--- src/rtl/bpsk_frame_scheduler.sv ---
// Transmit sequencer: serialises preamble, sync and FIFO payload bytes MSB first at the
// symbol rate, popping the FIFO at each payload byte boundary and flagging underrun.
module bpsk_frame_scheduler #(
    parameter int unsigned UNIT_SIZE = 8,
    parameter int unsigned PREAMBLE_LEN = 2,
    parameter logic [UNIT_SIZE-1:0] PREAMBLE_BYTE = 8'h55,
    parameter logic [UNIT_SIZE-1:0] SYNC_BYTE = 8'hD3,
    parameter int unsigned SYM_DIV = 4,
    parameter int unsigned LEN_W = 8
) (
    input  logic                 clk,
    input  logic                 rst,
    input  logic                 start,
    input  logic [LEN_W-1:0]     frame_len,
    input  logic                 fifo_valid,
    input  logic [UNIT_SIZE-1:0] fifo_data,
    output logic                 fifo_pop,
    output logic                 bit_out,
    output logic                 bit_strobe,
    output logic                 tx_active,
    output logic                 busy,
    output logic                 done,
    output logic                 underrun
);

    localparam int unsigned DIV_W = $clog2(SYM_DIV);
    localparam int unsigned BIT_W = (UNIT_SIZE > 1) ? $clog2(UNIT_SIZE) : 1;
    localparam int unsigned PRE_W = $clog2(PREAMBLE_LEN + 1);
    localparam logic [DIV_W-1:0] DIV_LAST = DIV_W'(SYM_DIV - 1);
    localparam logic [BIT_W-1:0] BIT_LAST = BIT_W'(UNIT_SIZE - 1);
    localparam logic [PRE_W-1:0] PRE_LAST = PRE_W'(PREAMBLE_LEN);

    typedef enum logic [2:0] {
        StIdle,
        StPreamble,
        StSync,
        StPayload,
        StFinish
    } state_t;

    state_t               state_q, state_d;
    logic [DIV_W-1:0]     div_q, div_d;
    logic [BIT_W-1:0]     bit_q, bit_d;
    logic [PRE_W-1:0]     pre_q, pre_d;
    logic [LEN_W-1:0]     byte_q, byte_d;
    logic [LEN_W-1:0]     len_q, len_d;
    logic [UNIT_SIZE-1:0] shift_q, shift_d;
    logic                 underrun_q, underrun_d;

    logic sending;
    logic bit_end;
    logic boundary;
    logic fetch;

    always_ff @(posedge clk) begin
        if (rst) begin
            state_q    <= StIdle;
            div_q      <= '0;
            bit_q      <= '0;
            pre_q      <= '0;
            byte_q     <= '0;
            len_q      <= '0;
            shift_q    <= '0;
            underrun_q <= 1'b0;
        end else begin
            state_q    <= state_d;
            div_q      <= div_d;
            bit_q      <= bit_d;
            pre_q      <= pre_d;
            byte_q     <= byte_d;
            len_q      <= len_d;
            shift_q    <= shift_d;
            underrun_q <= underrun_d;
        end
    end

    assign sending  = (state_q == StPreamble) || (state_q == StSync) || (state_q == StPayload);
    assign bit_end  = (div_q == DIV_LAST);
    assign boundary = sending && bit_end && (bit_q == BIT_LAST);

    always_comb begin
        state_d    = state_q;
        div_d      = div_q;
        bit_d      = bit_q;
        pre_d      = pre_q;
        byte_d     = byte_q;
        len_d      = len_q;
        shift_d    = shift_q;
        underrun_d = 1'b0;
        fifo_pop   = 1'b0;
        fetch      = 1'b0;

        if (sending) begin
            div_d = bit_end ? '0 : div_q + 1'b1;
            if (bit_end) begin
                bit_d   = boundary ? '0 : bit_q + 1'b1;
                shift_d = shift_q << 1;
            end
        end

        unique case (state_q)
            StIdle: begin
                if (start && (frame_len != '0)) begin
                    len_d   = frame_len;
                    shift_d = PREAMBLE_BYTE;
                    div_d   = '0;
                    bit_d   = '0;
                    pre_d   = PRE_W'(1);
                    byte_d  = '0;
                    state_d = StPreamble;
                end
            end
            StPreamble: begin
                if (boundary) begin
                    if (pre_q == PRE_LAST) begin
                        shift_d = SYNC_BYTE;
                        state_d = StSync;
                    end else begin
                        pre_d   = pre_q + 1'b1;
                        shift_d = PREAMBLE_BYTE;
                    end
                end
            end
            StSync: begin
                fetch = boundary;
            end
            StPayload: begin
                if (boundary) begin
                    if (byte_q == len_q) begin
                        state_d = StFinish;
                    end else begin
                        fetch = 1'b1;
                    end
                end
            end
            StFinish: begin
                state_d = StIdle;
            end
            default: state_d = StIdle;
        endcase

        // A missing byte aborts the frame; the pulse is registered so it shows in IDLE.
        if (fetch) begin
            if (fifo_valid) begin
                fifo_pop = 1'b1;
                shift_d  = fifo_data;
                byte_d   = byte_q + 1'b1;
                state_d  = StPayload;
            end else begin
                underrun_d = 1'b1;
                state_d    = StIdle;
            end
        end
    end

    always_comb begin
        tx_active  = sending;
        busy       = (state_q != StIdle);
        done       = (state_q == StFinish);
        bit_strobe = sending && (div_q == '0);
        bit_out    = sending && shift_q[UNIT_SIZE-1];
        underrun   = underrun_q;
    end

endmodule
--- config.mk ---
export PLATFORM = sky130hd
export DESIGN_NAME = bpsk_frame_scheduler
export DESIGN_NICKNAME = d
export VERILOG_FILES = /design/src/rtl/bpsk_frame_scheduler.sv
export SDC_FILE = /design/constraint.sdc
export NUM_CORES = 1
export LEC_CHECK = 0
export ABC_AREA = 1
export CAP_MARGIN = 20
export CORE_MARGIN = 3
export CORE_UTILIZATION = 50
export DETAILED_ROUTE_END_ITERATION = 10
export GPL_TIMING_DRIVEN = 0
export MAX_ROUTING_LAYER = met4
export PLACE_DENSITY = 0.76
export SYNTH_ARGS = -nofsm -noshare
export SYNTH_HDL_FRONTEND = slang
export SYNTH_SLANG_ARGS = --single-unit
--- constraint.sdc ---
create_clock -name clk -period 1.5 [get_ports clk]
set_input_delay 0.15 -clock clk [delete_from_list [all_inputs] [get_ports clk]]
set_output_delay 0.15 -clock clk [all_outputs]
set_load 0.02 [all_outputs]
Word-level counts from Yosys, hierarchy flattened
Cells that the tools add are included.
- register bits after elaboration: 35
- latch bits: 0
- RAM bits: 0
- bits in read-only memories: 0
- input bits: 20
- output and inout port bits: 7
- word-level logic and storage cells: 85
- memories kept: 0
- add/subtract/negate cells: 4
- $mul: 0
- divide/modulo/power cells: 0
- order comparisons: 0
- equal/unequal tests: 17
- shift operators: 0
- mux-type cells: 39
- bitwise gates (word level): 1
- reductions and logical operators: 16
- operators by type and width (kind ; number):
    $mux W8 ; 11
    $mux W3 ; 11
    $mux W2 ; 8
    $pmux W8 S2 ; 1
    $pmux W3 S4 ; 1
    $ne A3 B3 Y1 const B ; 3
    $add A8 B1 Y8 const B ; 1
    $eq A8 B8 Y1 ; 1
    $ne A2 B2 Y1 const B ; 4
    $reduce_bool A8 Y1 ; 1
    $eq A3 B2 Y1 const B ; 2
    $eq A3 B3 Y1 const B ; 2
    $ne A3 B2 Y1 const B ; 2
    $reduce_and A6 Y1 ; 1
    $logic_and A1 B1 Y1 ; 5
    $mux W1 ; 5
    $add A2 B1 Y2 const B ; 2
    $eq A2 B2 Y1 const B ; 2
    $pmux W2 S2 ; 1
    $reduce_and A4 Y1 ; 1
    $add A3 B1 Y3 const B ; 1
    $eq A3 B1 Y1 const B ; 1
    $logic_not A3 Y1 ; 1
    $reduce_bool A3 Y1 ; 1
    7 further kinds ; 8

Longest topological paths before layout
Gate-level depths: netlist of the first run.
- depth after elaboration: 10
- depth in mapped cells: 12
- depth with buffers taken out: 12

Least setup slack after synthesis of the first run
OpenSTA, ideal clock, no wires.
- path type: reg-to-reg
- start: register div_q[0]
- end: register shift_q[1]
- setup time: 64 ps
- data arrival time: 1500 ps
- required time: 1436 ps
- path slack: -64 ps
- stages on the path, launching flop included: 10
- period minus slack after synthesis: 1564 ps
- path through: dfxtp_1 -> ha_1 -> inv_1 -> nor2_8 -> nand3_4 -> inv_1 -> nand3_4 -> inv_1 -> nor2_1 -> nor2_1
- word-level cells in the longest chain between the ends: 7
- elaborated cells on any way between the ends: 12
- RTL lines (item ; line ; text):
    start: declaration ; 42 ; logic [DIV_W-1:0] div_q, div_d;
    start signal: assignment ; 67 ; div_q <= div_d;
    $eq A2 B2 Y1 * ; 78 ; assign bit_end = (div_q == DIV_LAST);
    $mux W8 / $logic_and A1 B1 Y1 (equally long branches) ; 95, 79 ;
    $mux W8 / $logic_and A1 B1 Y1 (equally long branches) ; 93, 79 ;
    $mux W8, on equally long branches ; 114, 103 ;
    $pmux W8 S2 ; 101 ; unique case (state_q)
    $mux W8 ; 144 ; if (fifo_valid) begin
    $mux W8 * ; 143 ; if (fetch) begin
    end signal: assignment ; 72 ; shift_q <= shift_d;
    end: declaration ; 47 ; logic [UNIT_SIZE-1:0] shift_q, shift_d;
Mark *: on every way between the ends. The rest lies on a longest branch, timed or not.
A chain may end at the register's enable or synchronous reset.

Final worst setup path of the first run
- start: register byte_q[3]
- end: output port fifo_pop
- word-level cells in the longest chain between the ends: 5
- RTL lines (item ; line ; text):
    start: declaration ; 45 ; logic [LEN_W-1:0] byte_q, byte_d;
    start signal: assignment ; 70 ; byte_q <= byte_d;
    $eq A8 B8 Y1 ; 129 ; if (byte_q == len_q) begin
    $mux W1 ; 129 ;
    $mux W1 ; 128 ; if (boundary) begin
    $pmux W1 S2 ; 101 ;
    $mux W1 ; 143 ;
    end: declaration ; 17 ; output logic fifo_pop,
Every way passes these cells.

==> flow_metrics.tcl, run 1 <==
set metrics [dict create \
    antenna_found_initial 0 \
    fp.dieArea_mm2 0.00531 \
    drive_gt1_frac 0.315 \
    leakage_uw 0.00148 \
    fin_crit_ps 1660 \
    ir_drop_uv 641 \
    hold_viol_final 0 \
    io_buffers 24 \
    hpwlAfterDp_um 4160 \
    grt_first_pass_wirelength_um 10000 \
    postLayoutCellArea_mm2 0.00320 \
    netlist_area_mm2 0.00223 \
    yosys.area.top_type_share 0.314 \
    intPower_uw 2040 \
    drt_first_pass_iters 5 \
    syn_nets 387 \
    slew_headroom 0.571 \
    initial_core_util 0.539 \
    synth_area_per_cell_um2 6.19 \
    numCtsBuffers 5 \
    crit_arrival_ps 1510 \
    synthDistinctLibCells 28 \
    drc 0 \
    drt_wl_total_um 7040 \
    place_area_mm2 0.00254 \
    syn_to_final_growth_pct 43.1 \
    power_frac_seq 0.328 \
    rsz0062_at_grt "yes" \
    grtUsageTotal 0.252 \
    cts_tree "done" \
    combinationalPowerShare 0.480 \
    clkLatencyLatePin_ps 300 \
    htree_levels 2 \
    synth_cells 361 \
    maxCapViolCount 0 \
    postCtsHoldBufs 0 \
    dp.cells 435 \
    powerDensity_mw_per_mm2 1110 \
    ant_nets 0 \
    grt_pass1_vias 2235 \
    clock-sinks 35 \
    synth_ff_type "dfxtp_1" \
    drt-vias-per-instance 5.49 \
    setup_viol 19 \
    skew_ps 3.99 \
    diodes 0 \
    crit_fanout 5 \
    yosys.area_share.simple 0.455 \
    hold_class "primary input to flip-flop" \
    synth_top_family_by_area "simple AND/OR/NAND/NOR gates" \
    seq_area_frac_synth 0.314 \
    pwr-share-clk 0.192 \
    die_w_um 72.9 \
    crit_type "flip-flop to primary output" \
    finalPower_uw 3560 \
    num_vias 2589 \
    grt_max_degree 11 \
    max-clock-path-buffers 2 \
    synth_edf_count 0 \
    switching_share 0.427 \
    finalNonFillerCells 472 \
    finalCritPeriodShare 1.11 \
    rows 23 \
    grt-ovfl-total 0 \
    synth-xor-area-share 0.0157 \
    preCtsSetupSlack_ps -660 \
    ys_warn_count 0 \
    ys_top_cells_by_count "nand2_1, nor2_1, inv_1" \
    die_h_um 72.9 \
    yosysTopAreaCell "dfxtp_1" \
    end_kind "primary output" \
    post-route-util 0.771 \
    violations "setup timing" \
    synthTopCellsByArea "dfxtp_1, nand2_1, nand3_1" \
    critPathRequiredTime_ps 1350 \
    placeableCoreArea_mm2 0.00414 \
    drv_slew 0 \
    wire_per_inst_um 14.9 \
    yosysMostFrequentCell "nand2_1" \
    synth_compound_area_frac 0.0834 \
    tightest_slew_ps 643 \
    ios 27 \
    initialDrtViolationCount 209 \
    synth_seq_cells 35 \
    p_sw_uw 1520 \
    synth_fa_ha_area_frac 0.0336 \
    gp_congestion 0.894 \
    synthMuxAreaShare 0 \
    setup_ws_ps -164 \
    cts_root_buffer "clkbuf_8" \
    clk_pin_slew_ps 70 \
    cp-start-kind "flip-flop" \
    fmax_mhz 601 \
    outcome "complete, but fails checks" \
    fin_nets 447 \
    synthArstFlopShare 0 \
]
==> cell usage in the layout, fill, tap and decap left out, types with 5 or more instances in the layout <==
| cell type | Yosys | layout |
|---|---|---|
| buf_6 | 1 | 12 |
| nor2_1 | 43 | 33 |
| clkbuf_8 | 0 | 5 |
| nand2_1 | 123 | 110 |
| nand2_2 | 1 | 11 |
| dfxtp_4 | 0 | 9 |
| nor2_2 | 2 | 9 |
| a21oi_2 | 0 | 5 |
| clkdlybuf4s50_1 | 0 | 18 |
| dfxtp_2 | 0 | 9 |
| o21ai_0 | 7 | 7 |
| nand3b_1 | 8 | 8 |
| clkbuf_1 | 4 | 6 |
| nand3_2 | 1 | 8 |
| inv_2 | 1 | 7 |
| dfxtp_1 | 35 | 17 |
| a21oi_1 | 25 | 20 |
| buf_4 | 1 | 24 |
| nand3_1 | 39 | 30 |
| inv_1 | 41 | 30 |
==> routing by layer <==
metal / track usage / wire length (um) / up-vias
met3: 0.0372 / 445 / 21
met1: 0.315 / 3030 / 1187
met2: 0.412 / 3420 / 118
met4: 0.0881 / 139 / 0
li1: - / - / 1263
met5: - / 0 / -
==> worst paths after layout <==
kind,start,end,slack [ps],cells past startpoint
worst max-delay path,byte_q[3],fifo_pop,-160,10
worst min-delay path,rst,len_q[2],230,2
worst min register to register,pre_q[1],pre_q[1],470,2
worst max register to register,byte_q[0],state_q[0],-110,10
==> flip-flops by register name (all words and copies together), names as in the netlist <==
name      cells
underrun      1
shift_q       8
state_q       3
byte_q        8
pre_q         2
div_q         2
bit_q         3
len_q         8
==> stage by stage <==
stage          hold slack (ps)  TNS, ps
6_report                   234     -889
2_1_floorplan              285        0
4_1_cts                    222    -1150
3_5_place_dp               462    -9240
3_3_place_gp               454    -8640
5_1_grt                    264    -2830
==> power groups by stage <==
stage / sequential [uW] / clock, uW / combinational [uW]
2_1_floorplan: 1140 / 0 / 911
3_3_place_gp: 1150 / 0 / 1240
3_5_place_dp: 1160 / 0 / 1270
4_1_cts: 1150 / 678 / 1360
5_1_grt: 1180 / 718 / 1860
6_report: 1170 / 682 / 1710
==> cells by family after synthesis <==
kind of cell | count (synthesis)
compound gates | 35
xor+xnor | 4
fa+ha+maj | 6
buf+inv | 54
flops | 35
simple gates | 227
==> timing repair <==
action,CTS,global route
gates resized for setup,55,84
cloned,1,1
buffers inserted,11,17
setup endpoints to repair,39,39
pin swaps,12,27
==> worst max-delay path, stage by stage, from the launching register on <==
cell	delay, ps
dfxtp_4	380
inv_4	50
nand2_2	60
nand2_2	50
inv_1	50
nand2_1	60
nor2_2	140
nand3_2	140
nand3_4	130
inv_4	40
buf_6	120
==> cell type report <==
class | count | area [um2]
multi-input cells | 272 | 1580
well taps | 50 | 62.6
flip-flops and latches | 35 | 746
clock buffers | 7 | 76.3
inverters | 43 | 176
clock inverters | 1 | 5.00
repair buffers | 53 | 463
fillers | 299 | 947
plain buffers | 11 | 83.8
(Power assumes the default switching activity.)
==> run 2: changes to the inputs <==
Settings changed: PLACE_DENSITY 0.76 to not set, PLACE_DENSITY_LB_ADDON set to 0.05.
==> run 2 against run 1 <==
Sequential power about the same. Fmax shrank 1.9%. Clock-buffer cell count is 1 lower. The flow still finishes with violations (setup timing). Core utilization increased by 2.7 points. Power grew 2.3%. Global-route usage rose by 0.44 points. Cell count increased by 1.3%. First-iteration DRC count grew 38%. Clock power increased by 5.4%. Routed wire length grew 2.2%. Combinational power hardly changed. Critical path depth is the same.
==> flow_metrics.tcl, run 2 (synthesis gave the netlist of run 1 again) <==
set metrics [dict create \
    outcome "complete, but fails checks" \
    violations "setup timing" \
    crit_type "flip-flop to primary output" \
    critPathRequiredTime_ps 1350 \
    die_w_um 72.9 \
    drv_slew 0 \
    grt_first_pass_wirelength_um 10200 \
    min_path_cells 2 \
    rr_endpoint "state_q[1]" \
    syn_to_final_growth_pct 48.0 \
    setup_viol 16 \
    clk_pin_slew_ps 70 \
    grt_pass1_vias 2175 \
    maxCapViolCount 0 \
    cts_root_buffer "clkbuf_8" \
    wire_per_inst_um 15.0 \
    numCtsBuffers 5 \
    gp_congestion 0.892 \
    min_to "len_q[2]" \
    leakage_uw 0.00150 \
    slew_headroom 0.570 \
    cts_tree "done" \
    crit_chain "inv_2 -> nand2_1 -> nand2_2 -> inv_1 -> nand2_1 -> nor2_2 -> nand3_2 -> nand3_4 -> inv_4 -> buf_6" \
    finalCritPeriodShare 1.13 \
    fin_crit_ps 1700 \
    fp.dieArea_mm2 0.00531 \
    fin_nets 454 \
    regToRegSetupSlack_ps -110 \
    r2r_start "byte_q[6]" \
    cp-start-kind "flip-flop" \
    grt_max_degree 11 \
    crit_top_cell "nand2_1" \
    layout_common_cells "nand2_1, nor2_1, nand3_1" \
    rsz0062_at_grt "yes" \
    clock-sinks 35 \
    clkLatencyLatePin_ps 290 \
    drt_first_pass_iters 5 \
    hold_class "primary input to flip-flop" \
    grtUsageTotal 0.256 \
    rows 23 \
    diodes 0 \
    ir_drop_uv 726 \
    crit_fanout 3 \
    crit_arrival_ps 1550 \
    tightest_slew_ps 644 \
    placeableCoreArea_mm2 0.00414 \
    finalPower_uw 3640 \
    hpwlAfterDp_um 4130 \
    end_kind "primary output" \
    drive_gt1_frac 0.325 \
    die_h_um 72.9 \
    setup_ws_ps -197 \
    slowest_delay_ps 350 \
    ios 27 \
    initial_core_util 0.539 \
    initialDrtViolationCount 289 \
    io_buffers 24 \
    drt-vias-per-instance 5.47 \
    hold_start "rst" \
    ant_nets 0 \
    hold_viol_final 0 \
    skew_ps 4.37 \
    drc 0 \
    htree_levels 2 \
    powerDensity_mw_per_mm2 1100 \
    num_vias 2614 \
    cp_slowest_cell "dfxtp_2" \
    fillers 281 \
    drt_wl_total_um 7190 \
    fmax_mhz 589 \
    holdWs_ps 243 \
    tns_ps -1110 \
    preCtsSetupSlack_ps -655 \
    reg.largest.list "byte_q (8), len_q (8), shift_q (8)" \
    reg2reg_depth 13 \
    grt-ovfl-total 0 \
    antenna_found_initial 0 \
    final_common_cell "nand2_1" \
    max-clock-path-buffers 2 \
]
## run 2: cell count changes in the layout (fill, tap and decap cells not counted), moves of 2 or more
cell      change
buf_4         +4
a21oi_2       -2
nor2_4        +3
a21oi_1       +2
nor2_2        -2
clkbuf_2      -2
nand2_2       +2
nand3_2       -2
clkbuf_1      -2
nand2_4       -2
## run 2: worst max-delay path, delay by kind of cell (launching register included)
kind,cells,cell delay (ps)
and+or+nand+nor,6,610
buffers and inverters,4,290
DFF,1,350
## run 2: repair_timing
item,in CTS,in global routing
hold buffers,0,0
pin swaps,10,21
setup endpoints to repair,37,34
gates cloned,1,2
gates resized for setup,61,81
setup buffers,15,18
## run 2: layer usage
layer  track usage  up-vias  wire (um)
li1              -     1276          -
met1         0.342     1161       2910
met2         0.383      147       3390
met3        0.0592       30        655
met4        0.0799        0        234
met5             -        -          0
## run 2: stage by stage
stage	instance area (um2)	util	std cells
finish	3310	0.798	478
floorplan	2240	-	361
detailed placement	2540	0.614	435
global route	3310	0.798	478
CTS	2890	0.697	458
global placement	2540	0.614	435
## run 2: how the worst max path moves through the flow
stage	from	end	slack [ps]	cells past startpoint
floorplan	bit_q[0]	shift_q[3]	10	11
global placement	div_q[1]	fifo_pop	-650	8
detailed placement	div_q[1]	fifo_pop	-660	8
CTS	state_q[1]	fifo_pop	-170	9
global route	byte_q[6]	fifo_pop	-280	10
finish	byte_q[6]	fifo_pop	-200	10
## run 2: final cells by class
type,instances,area (um2),area share
tap,50,62.6,0.0189
clock buffer,6,82.6,0.0250
sequential,35,743,0.225
multi-input combinational,272,1590,0.482
clock inverter,1,5.00,0.00151
inverter,43,176,0.0533
timing repair buffer,60,563,0.170
buffer,11,80.1,0.0242
## run 2: report_power, final
part | internal, uW | leakage (uW) | switching [uW]
registers | 1060 | 0.000296 | 118
logic | 665 | 0.00116 | 1080
clock network | 361 | 0.0000470 | 358
total | 2090 | 0.00150 | 1550
